**src/rtl/result_reporter.sv**
```systemverilog
// Result reporter: captures each tap set found by the search engine into a small FIFO,
// restarts the search, and streams every stored result out as a framed byte stream.
module result_reporter #(
  parameter int         NUM_OF_TAPS = 16,
  parameter int         DEPTH       = 4,
  parameter logic [7:0] SYNC_BYTE   = 8'hA5
) (
  input  logic                       clk,
  input  logic                       res,
  input  logic                       found,
  input  logic [NUM_OF_TAPS*8-1:0]   co_buf,
  output logic                       ext_res,
  output logic [7:0]                 tx_data,
  output logic                       tx_valid,
  input  logic                       tx_ready,
  output logic [$clog2(DEPTH):0]     fifo_count,
  output logic                       overflow,
  output logic [7:0]                 drop_count,
  output logic [1:0]                 dbg_state
);

  localparam int W  = NUM_OF_TAPS * 8;
  localparam int PW = $clog2(DEPTH);
  localparam int CW = PW + 1;
  localparam int IW = (NUM_OF_TAPS > 1) ? $clog2(NUM_OF_TAPS) : 1;

  // Byte stream handshake: a byte moves when tx_valid & tx_ready are both high at a
  // rising edge; tx_valid/tx_data only change after such an accept (or on reset).
  typedef enum logic [1:0] {IDLE, SYNC, DATA, CHK} state_t;

  state_t          state, state_nxt;
  logic            found_q;
  logic            evt, full, push, pop;
  logic [PW-1:0]   wr_ptr, rd_ptr;
  logic [W-1:0]    mem [DEPTH];
  logic [W-1:0]    head;
  logic [IW-1:0]   idx, idx_nxt, idx_inc;
  logic [7:0]      csum, csum_nxt;
  logic [7:0]      tx_data_nxt;
  logic            tx_valid_nxt;
  logic            last;

  assign evt     = found & ~found_q;
  assign full    = (fifo_count == CW'(DEPTH));
  assign push    = evt & ~full;
  assign pop     = (state == CHK) & tx_ready;
  assign head    = mem[rd_ptr];
  assign idx_inc = idx + IW'(1);
  assign last    = (idx == IW'(NUM_OF_TAPS - 1));
  assign dbg_state = state;

  always_ff @(posedge clk) begin
    if (push) mem[wr_ptr] <= co_buf;
  end

  // Capture side: full is judged before any same-edge pop, so such a push is a drop.
  always_ff @(posedge clk or negedge res) begin
    if (!res) begin
      found_q    <= 1'b0;
      ext_res    <= 1'b0;
      wr_ptr     <= '0;
      rd_ptr     <= '0;
      fifo_count <= '0;
      overflow   <= 1'b0;
      drop_count <= '0;
    end else begin
      found_q <= found;
      ext_res <= evt;
      if (push) wr_ptr <= wr_ptr + PW'(1);
      if (pop)  rd_ptr <= rd_ptr + PW'(1);
      case ({push, pop})
        2'b10:   fifo_count <= fifo_count + CW'(1);
        2'b01:   fifo_count <= fifo_count - CW'(1);
        default: fifo_count <= fifo_count;
      endcase
      if (evt && full) begin
        overflow <= 1'b1;
        if (drop_count != 8'hFF) drop_count <= drop_count + 8'd1;
      end
    end
  end

  always_ff @(posedge clk or negedge res) begin
    if (!res) begin
      state    <= IDLE;
      tx_valid <= 1'b0;
      tx_data  <= '0;
      idx      <= '0;
      csum     <= '0;
    end else begin
      state    <= state_nxt;
      tx_valid <= tx_valid_nxt;
      tx_data  <= tx_data_nxt;
      idx      <= idx_nxt;
      csum     <= csum_nxt;
    end
  end

  always_comb begin
    state_nxt = state;
    case (state)
      IDLE:    if (fifo_count != '0) state_nxt = SYNC;
      SYNC:    if (tx_ready) state_nxt = DATA;
      DATA:    if (tx_ready && last) state_nxt = CHK;
      CHK:     if (tx_ready) state_nxt = IDLE;
      default: state_nxt = IDLE;
    endcase
  end

  // Registered outputs are computed one step ahead so nothing combinational reaches the pins.
  always_comb begin
    tx_valid_nxt = tx_valid;
    tx_data_nxt  = tx_data;
    idx_nxt      = idx;
    csum_nxt     = csum;
    case (state)
      IDLE: begin
        if (fifo_count != '0) begin
          tx_valid_nxt = 1'b1;
          tx_data_nxt  = SYNC_BYTE;
          idx_nxt      = '0;
          csum_nxt     = '0;
        end
      end
      SYNC: begin
        if (tx_ready) tx_data_nxt = head[7:0];
      end
      DATA: begin
        if (tx_ready) begin
          csum_nxt = csum ^ tx_data;
          if (!last) begin
            idx_nxt     = idx_inc;
            tx_data_nxt = head[{idx_inc, 3'b000} +: 8];
          end else begin
            tx_data_nxt = csum ^ tx_data;
          end
        end
      end
      CHK: begin
        if (tx_ready) tx_valid_nxt = 1'b0;
      end
      default: tx_valid_nxt = 1'b0;
    endcase
  end

endmodule

```
**config.mk**
```make
export PLATFORM = sky130hd
export DESIGN_NAME = result_reporter
export DESIGN_NICKNAME = d
export VERILOG_FILES = /design/src/rtl/result_reporter.sv
export SDC_FILE = /design/constraint.sdc
export NUM_CORES = 1
export LEC_CHECK = 0
export ABC_AREA = 1
export CAP_MARGIN = 20
export CORE_UTILIZATION = 61
export CTS_BUF_LIST = sky130_fd_sc_hd__clkbuf_2
export CTS_CLUSTER_DIAMETER = 40
export DETAILED_ROUTE_END_ITERATION = 10
export GPL_TIMING_DRIVEN = 0
export HOLD_SLACK_MARGIN = 0.12
export PLACE_DENSITY_LB_ADDON = 0.05
export SLEW_MARGIN = 20
export SYNTH_ARGS = -nofsm -noshare
export SYNTH_HDL_FRONTEND = slang
export SYNTH_SLANG_ARGS = --single-unit
```
**constraint.sdc**
```tcl
create_clock -name clk -period 8.73 [get_ports clk]
set_clock_uncertainty 0.1 [all_clocks]
set_input_delay 2.619 -clock clk [delete_from_list [all_inputs] [get_ports clk]]
set_output_delay 2.619 -clock clk [all_outputs]
set_load 0.01 [all_outputs]
```
==> reports/metrics.yaml, run 1 <==
required_ns: 6.01
worstMarginPinSlew_ns: 0.712
syn_avg_cell_area_um2: 11.8
drc_errors: 0
final_util_pct: 73.3
ios: 156
wl_um: 59000
yosysSeqAreaShare_pct: 71.9
postCtsSetupBuffers: 0
r2r_cells: 7
fp.dieArea_um2: 38200
final_layout_size_suffix_gt1_share_pct: 15.2
cp_slowest_cell: "clkdlybuf4s50_1"
pwr-share-comb_pct: 40.5
worstPathArrival_ns: 2.14
initial_core_util_pct: 62.2
grt.overflow.total: 0
final_cell_mix: "nand2_1 (693), edfxtp_1 (512), nand3_1 (436), clkbuf_2 (207), clkdlybuf4s50_1 (154)"
startpoint_type: "flip-flop"
root_buffer: "clkbuf_2"
vias: 16300
slew_headroom_pct: 52.2
clock_latency_ns: 1.10
outcome: "finished clean"
antenna_found_initial: 4
crit_start: "tx_data[6]"
drt_iter0_drc: 1460
leakagePower_nw: 10.4
grt_pass1_vias: 16300
ys_types: 32
routedWlPerCell_um: 20.8
irDropWorstVdd_v: 0.000175
synth_nets: 2085
ys_warn_count: 0
tns_ns: 0
cp_num_buf_inv: 1
cts_sinks: 553
rsz0062_at_grt: "false"
cp_slowest_stage_delay_ns: 0.58
switching_power_w: 0.00340
final_common_cell: "nand2_1"
rrSetupSlack_ns: 6.05
port_buffers: 155
firstDrtPassIters: 6
p_clk_share_pct: 20.0
hold_buffers: 0
endpoint_kind: "primary output"
fin_crit_ns: 4.86
grtUsageTotal_pct: 31.9
core_area_um2: 36700
p_per_area_nw_per_um2: 313
grt_max_degree: 30
r2r-end: "mem[1][88]"
drv_cap: 0
slew_viol_final: 0
period_share_pct: 55.7
num_rows: 70
vias_per_cell: 5.73
gp_congestion: 0.845
clock.fmax_mhz: 206
fin_nets: 2410
nFillCells: 2538
critical_path.cell_chain: "clkdlybuf4s50_1"
critPathTopFamily: "buffers and inverters"
hold_viol: 0
critPathMaxFanout: 3
setup_viol: 0
die_width_um: 195
endpoint: "tx_data[6]"
detail-route-antenna-nets: 0
cts_resized: 0
cts_tree: "done"
hpwlAfterDp_um: 39900
synth-seq-cells: 553
p_sw_share_pct: 40.4
syn_inst: 1941
hp-class: "flip-flop to flip-flop"
clk_pin_slew_ns: 0.10
h-tree-depth: 4
intPower_w: 0.00503
syn_area_um2: 22800
stdcell_area_um2: 26900
post_dp_cell_area_um2: 25700
p_seq_share_pct: 39.4
die_h_um: 195
clock_path_buffers: 3
crit_type: "flip-flop to primary output"
numCtsBuffers: 140
cp.depth: 1
worstReg2RegStart: "fifo_count[0]"
syn_to_final_growth_pct: 17.9
grt_pass1_wl_um: 90400
area by class of cell:
type / count / area, µm² / share of cell area [%]
sequential: 553 / 16400 / 61.0
multi-input combinational: 1242 / 5580 / 20.7
timing repair buffer: 183 / 2220 / 8.26
clock buffer: 207 / 1040 / 3.85
buffer: 109 / 723 / 2.69
tap: 468 / 586 / 2.18
clock inverter: 35 / 189 / 0.703
inverter: 37 / 144 / 0.535
antenna: 5 / 12.5 / 0.0465
power groups by stage:
stage	clock (W)	combinational [W]	sequential, W
after floorplan	0	0.00207	0.00343
after global placement	0	0.00320	0.00348
after detailed placement	0	0.00338	0.00338
after CTS	0.00171	0.00340	0.00332
after global routing	0.00185	0.00373	0.00335
final	0.00169	0.00341	0.00333
flip-flops by register name, indices dropped and copies added (netlist names):
name / flops
overflow: 1
drop_count: 8
ext_res: 1
fifo_count: 3
dbg_state: 2
tx_valid: 1
idx: 4
rd_ptr: 2
found_q: 1
mem: 512
wr_ptr: 2
tx_data: 8
csum: 8
cell usage after synthesis, drive strengths merged:
library cell  instances  area [µm²]
nand3               436        2180
nor4                  1        6.26
nor2                 26        97.6
o21ai                36         180
dfrtp                41        1030
xnor2                12         105
nor3                  2        15.0
clkbuf                7        26.3
nand2               693        2600
clkinv                2        7.51
ha                   11         138
o221a                 4        45.0
o21a                  1        7.51
buf                 102         697
fa                    1        20.0
xor2                  9        86.3
inv                  35         136
or2                   1        6.26
edfxtp              512       15400
nand4                 1        6.26
a21oi                 8        51.3
how the worst min path moves through the flow:
stage,start,endpoint,slack (ns),depth (start not counted)
6_report,found_q,ext_res,0.36,1
5_1_grt,found_q,ext_res,0.39,1
4_1_cts,found_q,ext_res,0.36,1
3_5_place_dp,found_q,ext_res,0.35,1
3_3_place_gp,found_q,ext_res,0.33,1
2_1_floorplan,found_q,ext_res,0.31,1
through the flow:
stage	std cells	setup WS, ns	total power, W	hold WS [ns]
after floorplan	1941	-0.262	0.00550	0.314
after global placement	2564	-5.07	0.00668	0.326
after detailed placement	2592	3.30	0.00676	0.348
after CTS	2834	3.80	0.00843	0.359
after global routing	2836	3.78	0.00892	0.388
final	2839	3.87	0.00843	0.357
logic make-up after synthesis:
family,synth area share [%]
buffers and inverters,3.80
XOR/XNOR,0.839
adder cells (fa/ha/maj),0.691
flip-flops,71.9
AND/OR/NAND/NOR,21.5
AO/OA/AOI/OAI,1.24
per-layer routing:
| metal | part of all wire (%) | GRT usage, % |
|---|---|---|
| met4 | 2.8 | 12.9 |
| met1 | 39 | 40.7 |
| met5 | 0.015 | 0 |
| met2 | 50 | 54.0 |
| met3 | 8.2 | 5.99 |
Note: power is estimated with default switching activity, not from simulation.
==> inputs of run 2 (changes only) <==
Settings changed: CORE_UTILIZATION 61 to 55.
Clock period 8.73 ns to 4.22 ns, I/O delays scaled along.
==> reports/metrics.yaml, run 2 (synthesis gave the netlist of run 1 again) <==
outcome: "finished clean"
final_util_pct: 66.0  # -7.3 points
fin_crit_ns: 3.49
cts_tree: "done"
period_share_pct: 82.7
routedWlPerCell_um: 20.8  # about the same
endpoint_kind: "primary output"
drv_cap: 0  # unchanged
gp_congestion: 0.814  # -3.7%
setup_viol: 0  # unchanged
critPathMaxFanout: 3  # unchanged
final_common_cell: "nand2_1"
grt_max_degree: 32  # +6.7%
die_width_um: 206  # +5.3%
initial_core_util_pct: 55.9  # -6.3 points
critPathTopFamily: "buffers and inverters"
worstPathArrival_ns: 2.13  # about the same
hpwlAfterDp_um: 40500  # +1.7%
cp_slowest_stage_delay_ns: 0.58  # about the same
final_layout_size_suffix_gt1_share_pct: 15.4  # +0.18 points
place_ws_ns: 0.000440  # -3.30 ns
cp.depth: 1  # unchanged
final_cells: 2897  # +2.0%
port_buffers: 155  # unchanged
critical_path.cell_chain: "clkdlybuf4s50_1"
grtUsageTotal_pct: 29.3  # -2.6 points
postCtsSetupBuffers: 0  # unchanged
hold_viol: 0  # unchanged
syn_to_final_growth_pct: 18.1
largest_register_ffs: 512  # unchanged
worstMarginPinSlew_ns: 0.745  # +0.0331 ns
hp-class: "flip-flop to flip-flop"
clock_latency_ns: 1.04  # -0.06 ns
clock_path_buffers: 3  # unchanged
required_ns: 2.85  # -3.16 ns
fp.dieArea_um2: 42300  # +11%
wl_um: 60200  # +2.1%
die_h_um: 206  # +5.3%
grt_pass1_vias: 15700  # -3.7%
clk_pin_slew_ns: 0.09  # about the same
antenna_found_initial: 2  # -2
root_buffer: "clkbuf_2"
vias: 16200  # -0.42%
grt.overflow.total: 0  # unchanged
vias_per_cell: 5.59  # -2.4%
p_per_area_nw_per_um2: 651  # +110%
final_cell_mix: "nand2_1 (693), edfxtp_1 (512), nand3_1 (436), clkbuf_2 (210), clkdlybuf4s50_1 (154)"
cp_num_buf_inv: 1  # unchanged
r2r_cells: 9  # +2
grt_pass1_wl_um: 90400  # unchanged
drt_iter0_drc: 1574  # +7.8%
leakagePower_nw: 10.4  # about the same
fin_hold_ws_ns: 0.344  # -0.0131 ns
worst_slack_ns: 0.729  # -3.14 ns
startpoint_type: "flip-flop"
numCtsBuffers: 139  # -0.71%
slew_viol_final: 0  # unchanged
h-tree-depth: 4  # unchanged
irDropWorstVdd_v: 0.000296  # +70%
cp_slowest_cell: "clkdlybuf4s50_1"
rsz0062_at_grt: "false"
crit_type: "flip-flop to primary output"
nFillCells: 3176  # +25%
detail-route-antenna-nets: 0  # unchanged
firstDrtPassIters: 6  # unchanged
whs_path_depth: 1  # unchanged
fin_nets: 2409  # -0.041%
cts_sinks: 553  # unchanged
dp_cells: 2655  # +2.4%
num_rows: 74  # +5.7%
tns_ns: 0  # unchanged
drc_errors: 0  # unchanged
clock.fmax_mhz: 286
slew_headroom_pct: 50.2  # -2.0 points
ios: 156  # unchanged
core_area_um2: 40800  # +11%
top_register: "mem"
## run 2: changes by cell type in the layout (fill, tap and decap cells not counted)
cell / delta
buf_12: +2
clkbuf_2: +3
clkinv_2: +1
diode_2: -4
buf_16: -3
clkinv_1: -7
bufinv_16: +1
dlygate4sd3_1: +1
## run 2: final cells by class
type / count / area [µm²] / area share (%)
diodes: 1 / 2.50 / 0.00928
clock buffers: 210 / 1050 / 3.90
flip-flops and latches: 553 / 16400 / 60.9
well taps: 532 / 666 / 2.47
plain buffers: 109 / 723 / 2.68
multi-input cells: 1242 / 5580 / 20.7
clock inverters: 30 / 198 / 0.733
repair buffers: 183 / 2190 / 8.12
inverters: 37 / 144 / 0.534
## run 2: metal layers
metal	share of wire, %	vias up	GRT usage [%]
li1	-	7523	-
met3	8.2	116	6.08
met5	0	-	0
met2	48	705	46.3
met4	3.0	0	12.4
met1	41	7845	39.4
## run 2: per-stage QoR
stage               instance area, µm²  total power [W]
floorplan                        22800           0.0113
global placement                 25000           0.0139
detailed placement               25700           0.0141
CTS                              26900           0.0176
global route                     27000           0.0186
finish                           27000           0.0175
## run 2: repair_timing
action,CTS,global route
hold buffers,1,0
endpoints found under the hold margin,10,0
resized for setup,0,0
## run 2: where the power goes
group | switching, W | total, W | internal (W)
clock | 0.00208 | 0.00358 | 0.00149
sequential | 0.000228 | 0.00688 | 0.00665
combinational | 0.00478 | 0.00709 | 0.00231
## run 2: worst register-to-register path: cells and delay by family (launching register included)
| kind | cells | cell delay (ns) |
|---|---|---|
| buf+inv | 5 | 0.99 |
| flops | 1 | 0.40 |
| simple gates | 4 | 1.05 |
## run 2: final timing paths
path	startpoint	end	slack, ns
worst max-delay path	tx_data[6]	tx_data[6]	0.73
worst min-delay path	found_q	ext_res	0.34
worst max register to register	fifo_count[0]	mem[1][70]	1.38
worst min register to register	found_q	ext_res	0.34
max in group asynchronous	res	rd_ptr[1]	3.01
min in group asynchronous	res	overflow	0.55
==> inputs of run 3 (changes only) <==
Settings changed: CORE_UTILIZATION 55 to 61.
Clock period 4.22 ns to 3.6 ns, I/O delays scaled along.
==> reports/metrics.yaml, run 3 (synthesis gave the netlist of run 1 again) <==
critPathTopFamily: "buffers and inverters"
hpwlAfterDp_um: 39500  # -2.7%
clock_path_buffers: 3  # unchanged
core_area_um2: 36700  # -10%
multi_input_area_um2: 5590  # +0.27%
die_h_um: 195  # -5.0%
ios: 156  # unchanged
cts_tree: "done"
crit_type: "flip-flop to primary output"
tns_ns: 0  # unchanged
num_rows: 70  # -5.4%
cts_resized: 0  # unchanged
antenna_found_initial: 4  # +2
cp_slowest_stage_delay_ns: 0.57  # about the same
postCtsSetupBuffers: 0  # unchanged
largest_register_ffs: 512  # unchanged
vias: 16300  # +0.44%
fin_hold_ws_ns: 0.315  # -0.0294 ns
firstDrtPassIters: 5  # -1
worstMarginPinSlew_ns: 0.805  # +0.0601 ns
grt_pass1_wl_um: 89500  # -0.93%
cp_num_buf_inv: 1  # unchanged
r2r_cells: 7  # -2
grt_pass1_vias: 15800  # +0.86%
grt.overflow.total: 0  # unchanged
root_buffer: "clkbuf_2"
drv_cap: 0  # unchanged
initial_core_util_pct: 62.2  # +6.3 points
rrSetupSlack_ns: 1.10  # -0.28 ns
final_util_pct: 73.6  # +7.6 points
required_ns: 2.42  # -0.43 ns
detail-route-antenna-nets: 0  # unchanged
hold_viol: 0  # unchanged
place_ws_ns: -0.173  # -0.173 ns
rsz0062_at_grt: "false"
worst_slack_ns: 0.290  # -0.439 ns
fin_crit_ns: 3.31
drc_errors: 0  # unchanged
fp.dieArea_um2: 38200  # -9.7%
clk_pin_slew_ns: 0.12  # +0.03 ns
nFillCells: 2548  # -20%
top_register: "mem"
h-tree-depth: 4  # unchanged
hp-class: "input port to async pin"
gp_congestion: 0.845  # +3.8%
grtUsageTotal_pct: 31.6  # +2.4 points
critPathMaxFanout: 3  # unchanged
startpoint_type: "flip-flop"
power_w: 0.0208  # +19%
wl_um: 59100  # -1.8%
cp.depth: 1  # unchanged
final_layout_size_suffix_gt1_share_pct: 15.3  # -0.069 points
r2r-end: "mem[2][58]"
fin_nets: 2409  # unchanged
port_buffers: 155  # unchanged
grt_max_degree: 33  # +3.1%
clock_latency_ns: 1.10  # +0.06 ns
slew_viol_final: 0  # unchanged
worstPathArrival_ns: 2.13  # about the same
ff_latch_area_um2: 16400  # unchanged
final_cell_mix: "nand2_1 (692), edfxtp_1 (512), nand3_1 (436), clkbuf_2 (199), clkdlybuf4s50_1 (154)"
hold_buffers: 1  # unchanged
cp_slowest_cell: "clkdlybuf4s50_1"
critical_path.cell_chain: "clkdlybuf4s50_1"
endpoint_kind: "primary output"
slew_headroom_pct: 46.2  # -4.0 points
clock.fmax_mhz: 302
leakagePower_nw: 10.4  # +0.23%
outcome: "finished clean"
p_per_area_nw_per_um2: 771  # +18%
irDropWorstVdd_v: 0.000407  # +38%
cts_sinks: 553  # unchanged
drt_iter0_drc: 1500  # -4.7%
syn_to_final_growth_pct: 18.3
die_width_um: 195  # -5.0%
worstReg2RegStart: "fifo_count[0]"
period_share_pct: 91.9
setup_viol: 0  # unchanged
numCtsBuffers: 139  # unchanged
vias_per_cell: 5.75  # +3.0%
routedWlPerCell_um: 20.9  # +0.62%
final_common_cell: "nand2_1"
==> run 3: changes by cell type in the layout (fill, tap and decap cells not counted), moves of 2 or more <==
cell,before,now
bufinv_16,3,8
clkbuf_2,210,199
diode_2,1,3
clkinv_1,20,17
==> run 3: worst max-delay path by stage <==
stage	to	start
detailed placement	mem[2][58]	found
floorplan	mem[0][0]	found
CTS	tx_data[0]	tx_data[0]
global placement	mem[0][58]	found
finish	tx_data[5]	tx_data[5]
global route	tx_data[1]	tx_data[1]
==> run 3: layout make-up <==
class / instances / area share [%]
Clock buffer: 199 / 3.69
Timing Repair Buffer: 183 / 8.13
Buffer: 109 / 2.68
Inverter: 37 / 0.579
Multi-Input combinational cell: 1242 / 20.7
Tap cell: 468 / 2.17
Antenna cell: 3 / 0.0278
Sequential cell: 553 / 60.8
Clock inverter: 32 / 1.26
==> run 3: stage by stage <==
step,instances,area [µm²]
final,2826,27000
after global routing,2826,27000
after CTS,2823,27000
after detailed placement,2591,25600
after global placement,2564,25000
after floorplan,1941,22900
==> run 3: layer usage <==
metal,vias to the layer above,GRT usage [%],routed length [µm]
met5,-,0,10
met4,2,14.6,1970
met3,117,6.63,5320
met2,841,51.6,29100
met1,7790,41.1,22700
li1,7510,-,-
==> run 3: report_power, final <==
part           leakage [nW]  switching (W)  total, W  internal [W]
clock                 0.996        0.00239   0.00443       0.00204
combinational          4.29        0.00560   0.00831       0.00272
sequential             5.15       0.000274   0.00807       0.00779
total                  10.4        0.00826    0.0208        0.0125
